[src/rtl/grid_turn_ctrl_pkg.sv]
// Shared state encoding, cell constants and width helpers for the grid turn controller.
package grid_pkg;

    typedef enum logic [1:0] {
        IDLE  = 2'd0,
        PLAY  = 2'd1,
        DONE  = 2'd2,
        CLEAR = 2'd3
    } grid_state_t;

    localparam int unsigned CELL_EMPTY = 0;

    function automatic int cur_width(input int cells);
        return (cells > 1) ? $clog2(cells) : 1;
    endfunction

    function automatic int ply_width(input int num_players);
        return (num_players > 1) ? $clog2(num_players) : 1;
    endfunction

endpackage

[src/rtl/grid_turn_ctrl_if.sv]
// Button inputs and board/turn status outputs of the grid turn controller.
interface grid_turn_ctrl_if #(
    parameter int ROWS        = 4,
    parameter int COLS        = 4,
    parameter int NUM_PLAYERS = 2,
    parameter int CELL_W      = 4,
    parameter int TIMER_W     = 8
);
    import grid_pkg::*;

    localparam int CELLS = ROWS * COLS;
    localparam int CUR_W = cur_width(CELLS);
    localparam int PLY_W = ply_width(NUM_PLAYERS);

    logic                      move;
    logic                      move_dir;
    logic                      select;
    logic [CELLS*CELL_W-1:0]   board;
    logic [CUR_W-1:0]          cursor;
    logic [PLY_W-1:0]          player;
    logic [TIMER_W-1:0]        timer;
    logic [CUR_W:0]            placed;
    grid_state_t               state;
    logic                      reject;
    logic                      timeout;
    logic                      done;

    modport master (
        output move, move_dir, select,
        input  board, cursor, player, timer, placed, state, reject, timeout, done
    );

    modport slave (
        input  move, move_dir, select,
        output board, cursor, player, timer, placed, state, reject, timeout, done
    );

endinterface

[src/rtl/grid_turn_ctrl_btn_edge.sv]
// Registered rising-edge detector for a level push-button; one pulse per press.
module btn_edge (
    input  logic clk,
    input  logic rst,
    input  logic level,
    output logic rise
);

    logic level_q;

    always_ff @(posedge clk) begin
        if (!rst) level_q <= 1'b0;
        else      level_q <= level;
    end

    assign rise = level & ~level_q;

endmodule

[src/rtl/grid_turn_ctrl.sv]
// Turn-based board controller: wrap-around cursor, mark placement, turn timer and board-full end.
module grid_turn_ctrl
    import grid_pkg::*;
#(
    parameter int ROWS        = 4,
    parameter int COLS        = 4,
    parameter int NUM_PLAYERS = 2,
    parameter int CELL_W      = 4,
    parameter int TIMER_W     = 8,
    parameter int TURN_CYCLES = 200
) (
    input logic             clk,
    input logic             rst,
    grid_turn_ctrl_if.slave bus
);

    localparam int CELLS = ROWS * COLS;
    localparam int CUR_W = cur_width(CELLS);
    localparam int PLY_W = ply_width(NUM_PLAYERS);
    localparam logic [TIMER_W-1:0] RELOAD = (TURN_CYCLES > 0) ? TIMER_W'(TURN_CYCLES - 1) : '0;
    localparam logic [CUR_W-1:0]   LAST_CELL   = CUR_W'(CELLS - 1);
    localparam logic [PLY_W-1:0]   LAST_PLAYER = PLY_W'(NUM_PLAYERS - 1);
    localparam logic [CUR_W:0]     FULL        = (CUR_W + 1)'(CELLS);
    localparam logic [CELL_W-1:0]  EMPTY       = CELL_W'(CELL_EMPTY);

    if (NUM_PLAYERS + 1 > 2 ** CELL_W) begin : g_bad_players
        $error("grid_turn_ctrl: NUM_PLAYERS marks do not fit in CELL_W bits");
    end
    if (TURN_CYCLES > 2 ** TIMER_W) begin : g_bad_timer
        $error("grid_turn_ctrl: TURN_CYCLES exceeds TIMER_W range");
    end

    grid_state_t              state_q, state_d;
    logic [CELL_W-1:0]        cells_q [CELLS];
    logic [CELL_W-1:0]        cells_d [CELLS];
    logic [CUR_W-1:0]         cursor_q, cursor_d;
    logic [PLY_W-1:0]         player_q, player_d, next_player;
    logic [TIMER_W-1:0]       timer_q, timer_d;
    logic [CUR_W:0]           placed_q, placed_d;
    logic                     reject_q, reject_d;
    logic                     timeout_q, timeout_d;
    logic                     wipe;
    logic                     mv_e, sel_e;

    btn_edge u_move_edge   (.clk(clk), .rst(rst), .level(bus.move),   .rise(mv_e));
    btn_edge u_select_edge (.clk(clk), .rst(rst), .level(bus.select), .rise(sel_e));

    assign next_player = (player_q == LAST_PLAYER) ? '0 : player_q + 1'b1;

    always_ff @(posedge clk) begin
        if (!rst) begin
            state_q   <= IDLE;
            cells_q   <= '{default: EMPTY};
            cursor_q  <= '0;
            player_q  <= '0;
            timer_q   <= '0;
            placed_q  <= '0;
            reject_q  <= 1'b0;
            timeout_q <= 1'b0;
        end else begin
            state_q   <= state_d;
            cells_q   <= cells_d;
            cursor_q  <= cursor_d;
            player_q  <= player_d;
            timer_q   <= timer_d;
            placed_q  <= placed_d;
            reject_q  <= reject_d;
            timeout_q <= timeout_d;
        end
    end

    // Select takes priority over move; the turn timer only runs on cycles without a select edge.
    always_comb begin
        state_d   = state_q;
        cells_d   = cells_q;
        cursor_d  = cursor_q;
        player_d  = player_q;
        timer_d   = timer_q;
        placed_d  = placed_q;
        reject_d  = 1'b0;
        timeout_d = 1'b0;
        wipe      = 1'b0;
        case (state_q)
            IDLE: begin
                if (sel_e) begin
                    state_d = PLAY;
                    timer_d = RELOAD;
                end
            end
            PLAY: begin
                if (sel_e) begin
                    if (cells_q[cursor_q] == EMPTY) begin
                        cells_d[cursor_q] = CELL_W'(player_q) + 1'b1;
                        placed_d          = placed_q + 1'b1;
                        player_d          = next_player;
                        timer_d           = RELOAD;
                        if (placed_q + 1'b1 == FULL) state_d = DONE;
                    end else begin
                        reject_d = 1'b1;
                    end
                end else begin
                    if (mv_e) begin
                        if (bus.move_dir)
                            cursor_d = (cursor_q == '0) ? LAST_CELL : cursor_q - 1'b1;
                        else
                            cursor_d = (cursor_q == LAST_CELL) ? '0 : cursor_q + 1'b1;
                    end
                    if (TURN_CYCLES > 0) begin
                        if (timer_q == '0) begin
                            timeout_d = 1'b1;
                            player_d  = next_player;
                            timer_d   = RELOAD;
                        end else begin
                            timer_d = timer_q - 1'b1;
                        end
                    end
                end
            end
            DONE: begin
                if (sel_e) begin
                    state_d = CLEAR;
                    wipe    = 1'b1;
                end
            end
            CLEAR: begin
                state_d = IDLE;
                wipe    = 1'b1;
            end
            default: state_d = IDLE;
        endcase
        if (wipe) begin
            cells_d  = '{default: EMPTY};
            cursor_d = '0;
            player_d = '0;
            timer_d  = '0;
            placed_d = '0;
        end
    end

    for (genvar i = 0; i < CELLS; i++) begin : g_board
        assign bus.board[i*CELL_W +: CELL_W] = cells_q[i];
    end

    assign bus.cursor  = cursor_q;
    assign bus.player  = player_q;
    assign bus.timer   = timer_q;
    assign bus.placed  = placed_q;
    assign bus.state   = state_q;
    assign bus.reject  = reject_q;
    assign bus.timeout = timeout_q;
    assign bus.done    = (state_q == DONE);

endmodule
[src/flat_wrapper.sv]
// flat-port wrapper written by rule: the top's interface ports become plain ports
module grid_turn_ctrl_flat import grid_pkg::*;
#(
    parameter int ROWS        = 4,
    parameter int COLS        = 4,
    parameter int NUM_PLAYERS = 2,
    parameter int CELL_W      = 4,
    parameter int TIMER_W     = 8,
    parameter int TURN_CYCLES = 200
)
  (clk, rst, bus_move, bus_move_dir, bus_select, bus_board, bus_cursor, bus_player, bus_timer, bus_placed, bus_state, bus_reject, bus_timeout, bus_done);
  grid_turn_ctrl_if #(.ROWS(ROWS), .COLS(COLS), .NUM_PLAYERS(NUM_PLAYERS), .CELL_W(CELL_W), .TIMER_W(TIMER_W)) bus_i ();
  input logic clk;
  input logic rst;
  input wire logic [$bits(bus_i.move)-1:0] bus_move;
  input wire logic [$bits(bus_i.move_dir)-1:0] bus_move_dir;
  input wire logic [$bits(bus_i.select)-1:0] bus_select;
  output wire logic [$bits(bus_i.board)-1:0] bus_board;
  output wire logic [$bits(bus_i.cursor)-1:0] bus_cursor;
  output wire logic [$bits(bus_i.player)-1:0] bus_player;
  output wire logic [$bits(bus_i.timer)-1:0] bus_timer;
  output wire logic [$bits(bus_i.placed)-1:0] bus_placed;
  output wire logic [$bits(bus_i.state)-1:0] bus_state;
  output wire logic [$bits(bus_i.reject)-1:0] bus_reject;
  output wire logic [$bits(bus_i.timeout)-1:0] bus_timeout;
  output wire logic [$bits(bus_i.done)-1:0] bus_done;
  assign bus_i.move = bus_move;
  assign bus_i.move_dir = bus_move_dir;
  assign bus_i.select = bus_select;
  assign bus_board = bus_i.board;
  assign bus_cursor = bus_i.cursor;
  assign bus_player = bus_i.player;
  assign bus_timer = bus_i.timer;
  assign bus_placed = bus_i.placed;
  assign bus_state = bus_i.state;
  assign bus_reject = bus_i.reject;
  assign bus_timeout = bus_i.timeout;
  assign bus_done = bus_i.done;
  grid_turn_ctrl #(.ROWS(ROWS), .COLS(COLS), .NUM_PLAYERS(NUM_PLAYERS), .CELL_W(CELL_W), .TIMER_W(TIMER_W), .TURN_CYCLES(TURN_CYCLES)) u_core (.clk(clk), .rst(rst), .bus(bus_i));
endmodule
[config.mk]
export PLATFORM = sky130hd
export DESIGN_NAME = grid_turn_ctrl_flat
export DESIGN_NICKNAME = d
export VERILOG_FILES = /design/src/rtl/grid_turn_ctrl_pkg.sv /design/src/rtl/grid_turn_ctrl_if.sv /design/src/rtl/grid_turn_ctrl_btn_edge.sv /design/src/rtl/grid_turn_ctrl.sv /design/src/flat_wrapper.sv
export SDC_FILE = /design/constraint.sdc
export NUM_CORES = 1
export LEC_CHECK = 0
export BUFFER_PORTS_ARGS = -buffer_cell sky130_fd_sc_hd__buf_2
export CAP_MARGIN = 10
export CORE_ASPECT_RATIO = 1.5
export CORE_MARGIN = 1
export CORE_UTILIZATION = 50
export CTS_CLUSTER_DIAMETER = 30
export DETAILED_ROUTE_END_ITERATION = 8
export GPL_ROUTABILITY_DRIVEN = 0
export PLACE_DENSITY = 0.77
export SYNTH_ARGS = -nofsm -noshare
export SYNTH_HDL_FRONTEND = slang
export SYNTH_SLANG_ARGS = --single-unit
[constraint.sdc]
create_clock -name clk -period 3.56 [get_ports clk]
set_input_delay 0.712 -clock clk [delete_from_list [all_inputs] [get_ports clk]]
set_output_delay 0.712 -clock clk [all_outputs]
set_load 0.01 [all_outputs]
==> summary.txt <==
outcome - completed
Residual DRC - 0
vias per cell - 5.82
class of the worst hold path - reg -> reg
unrepaired setup endpoints after global routing - no
final hold vios - 0
compound-cell area share of the yosys netlist - 0.198
P&R area growth vs syn - 8.94%
ant diodes - 0
startpoint types - register
most common cell after layout, fill and taps aside - buf_2
IO buf count - 59
Clk Latency, worst-skew pair - 310 ps
CP Max Fanout - 19
CTS Sinks - 56
register area share after synthesis - 0.341
Hold-fix buffers, CTS - 0
filler instances - 592
max_cap viols - 0
ys async rst share - 0
kind of critical path - reg -> reg
H-tree depth - 2
Finish-stage setup viols - 0
DR WL/cell - 15.4 um
I/O Pins - 92
mean cell area of the mapped netlist - 8.37 um2
wire length of the first global-routing pass - 12.8 mm
top_reg_cell synth - dfxtp_1
flops & latches, synth - 56
PwrDens - 476 mW/mm2
worst slew pin tran - 876 ps
CTS tree - built
Critical Path RT - 3740 ps
Slew HR - 0.416
area of the die - 0.00691 mm2
adder-cell share of the synthesized area - 0.0456
final wirelength - 7.95 mm
Final ANT Viol Nets - 0
Fmax - 0.392 GHz
Final #Nets - 458
Die Span Y - 101 um
layout cells sized above 1 - 0.195
Resized Gates After CTS - 0
max-slew violation count - 0
most frequent cells in the layout - buf_2 (59), dfxtp_1 (56), nor2_1 (35), nand2_1 (33), conb_1 (32)
starting DRC count in detailed routing - 190
Synth area leader - dfxtp_1
dpl hpwl - 5.86 mm
Initial Util - 0.525
clk slew on worst S/H paths - 100 ps
Pre-antenna DRT Iters - 4
area of the mapped netlist - 0.00329 mm2
kind of end point of the critical path - register
CP arrival - 2730 ps
Post-Synthesis Cells - 393
antenna violations before repair - 0
Post-Synth Simple-Gate Area - 0.206
setup TNS - 0 ps
yosys warns - 0
row cnt - 35
Max clock buf depth - 2
post-placement cell count - 508
final worst path period need - 2550 ps
Min Hold Slack - 482 ps
gr ovfl total - 0
GR Util All Layers - 0.243
root buf cell - clkbuf_8
Core Region - 0.00626 mm2
pre-CTS WS - 954 ps
main combinational cell family by area after synthesis - simple AND/OR/NAND/NOR gates
setup repair bufs after CTS - 0
VDD IR-drop max - 0.220 mV
Synth Area in XOR/XNOR - 0.00799
share of the synthesized area in the top cell type - 0.341
Power, Total - 1700 uW
largest net degree at the start of global routing - 26
via count - 2996
Netlist cell types - 55
chip width - 68.2 um
final setup margin - 1010 ps
mux cell area share after synthesis - 0.0852
Setup Skew - 8.24 ps
Cell Count, Final, Fillers Out - 515
final worst-path cycle share - 0.716
Pleak - 0.00157 uW
CTS Buf Count - 5
ranking of synthesized cells by area - dfxtp_1 (34%), buf_4 (7.3%), mux2i_1 (5.8%)
number of flops mapped to enable cells by yosys - 0
number of global-route vias before repair - 2807
state kept, by name (all words and copies together), names as in the netlist:
register and count:
u_core.u_move_edge.level_q 1, u_core.bus.board 32, u_core.bus.reject 1, u_core.bus.state 2, u_core.u_select_edge.level_q 1, u_core.bus.timeout 1, u_core.bus.timer 8, u_core.bus.player 1
u_core.bus.cursor 4, u_core.bus.placed 5
worst paths after layout:
path | startpoint | endpoint | slack [ps] | cells past startpoint
setup reg to reg | u_core.bus.cursor[3] | u_core.bus.timer[7] | 1010 | 4
hold reg to reg | u_core.bus.board[36] | u_core.bus.board[36] | 480 | 2
setup / recovery | u_core.bus.cursor[3] | u_core.bus.timer[7] | 1010 | 4
hold / removal | u_core.bus.board[36] | u_core.bus.board[36] | 480 | 2
cell families after synthesis:
kind of cell    count (synthesis)
other cells                     1
compound gates                 95
buf+inv                        67
xor+xnor                        3
simple gates                  136
flops                          56
mux                            23
fa+ha+maj                      12
stage by stage:
step	util	instance area [um2]
3_3_place_gp	0.560	3510
5_1_grt	0.572	3580
6_report	0.572	3580
4_1_cts	0.572	3580
3_5_place_dp	0.560	3510
2_1_floorplan	-	3410
worst max-delay path, cell delays in order, from the launching register on:
cell and delay [ps]:
dfxtp_1 720, mux4_2 420, a22o_1 460, o311ai_0 680, o31ai_1 150
power by group:
part,switching [uW],internal [uW],total [uW]
logic,404,215,619
clock network,201,135,335
registers,74.3,676,751
total,679,1030,1700
metal layers:
| layer | share of wire | wire [um] | up-vias | GRT usage |
|---|---|---|---|---|
| met1 | 0.40 | 3160 | 1429 | 0.284 |
| met3 | 0.046 | 366 | 16 | 0.0327 |
| li1 | - | - | 1449 | - |
| met2 | 0.53 | 4200 | 102 | 0.419 |
| met4 | 0.028 | 223 | 0 | 0.123 |
| met5 | 0 | 0 | - | 0 |
Yosys cell counts, types with 3 or more instances:
cell type / n
mux2i_1: 19
o2111ai_2: 3
a211oi_1: 3
a21oi_1: 32
or4_1: 5
a21o_1: 3
inv_1: 11
or3_1: 6
ha_1: 12
nand3_1: 19
nor2_1: 35
and2_1: 4
o21ai_0: 15
nand4_1: 7
or3b_2: 3
mux4_2: 4
clkbuf_1: 15
a31oi_1: 3
buf_2: 5
nor3_1: 5
nand2_1: 33
nand2b_1: 6
dfxtp_1: 56
nor2b_1: 4
buf_4: 32
o31ai_1: 11
final cells by class:
cell class	count	area, um2	area share
multi-input combinational	301	1910	0.533
clock buffer	6	72.6	0.0203
sequential	56	1120	0.313
tap	74	92.6	0.0258
timing repair buffer	64	333	0.0929
clock inverter	1	5.00	0.00140
inverter	13	48.8	0.0136
No activity file was read; power rests on OpenSTA's default activity.
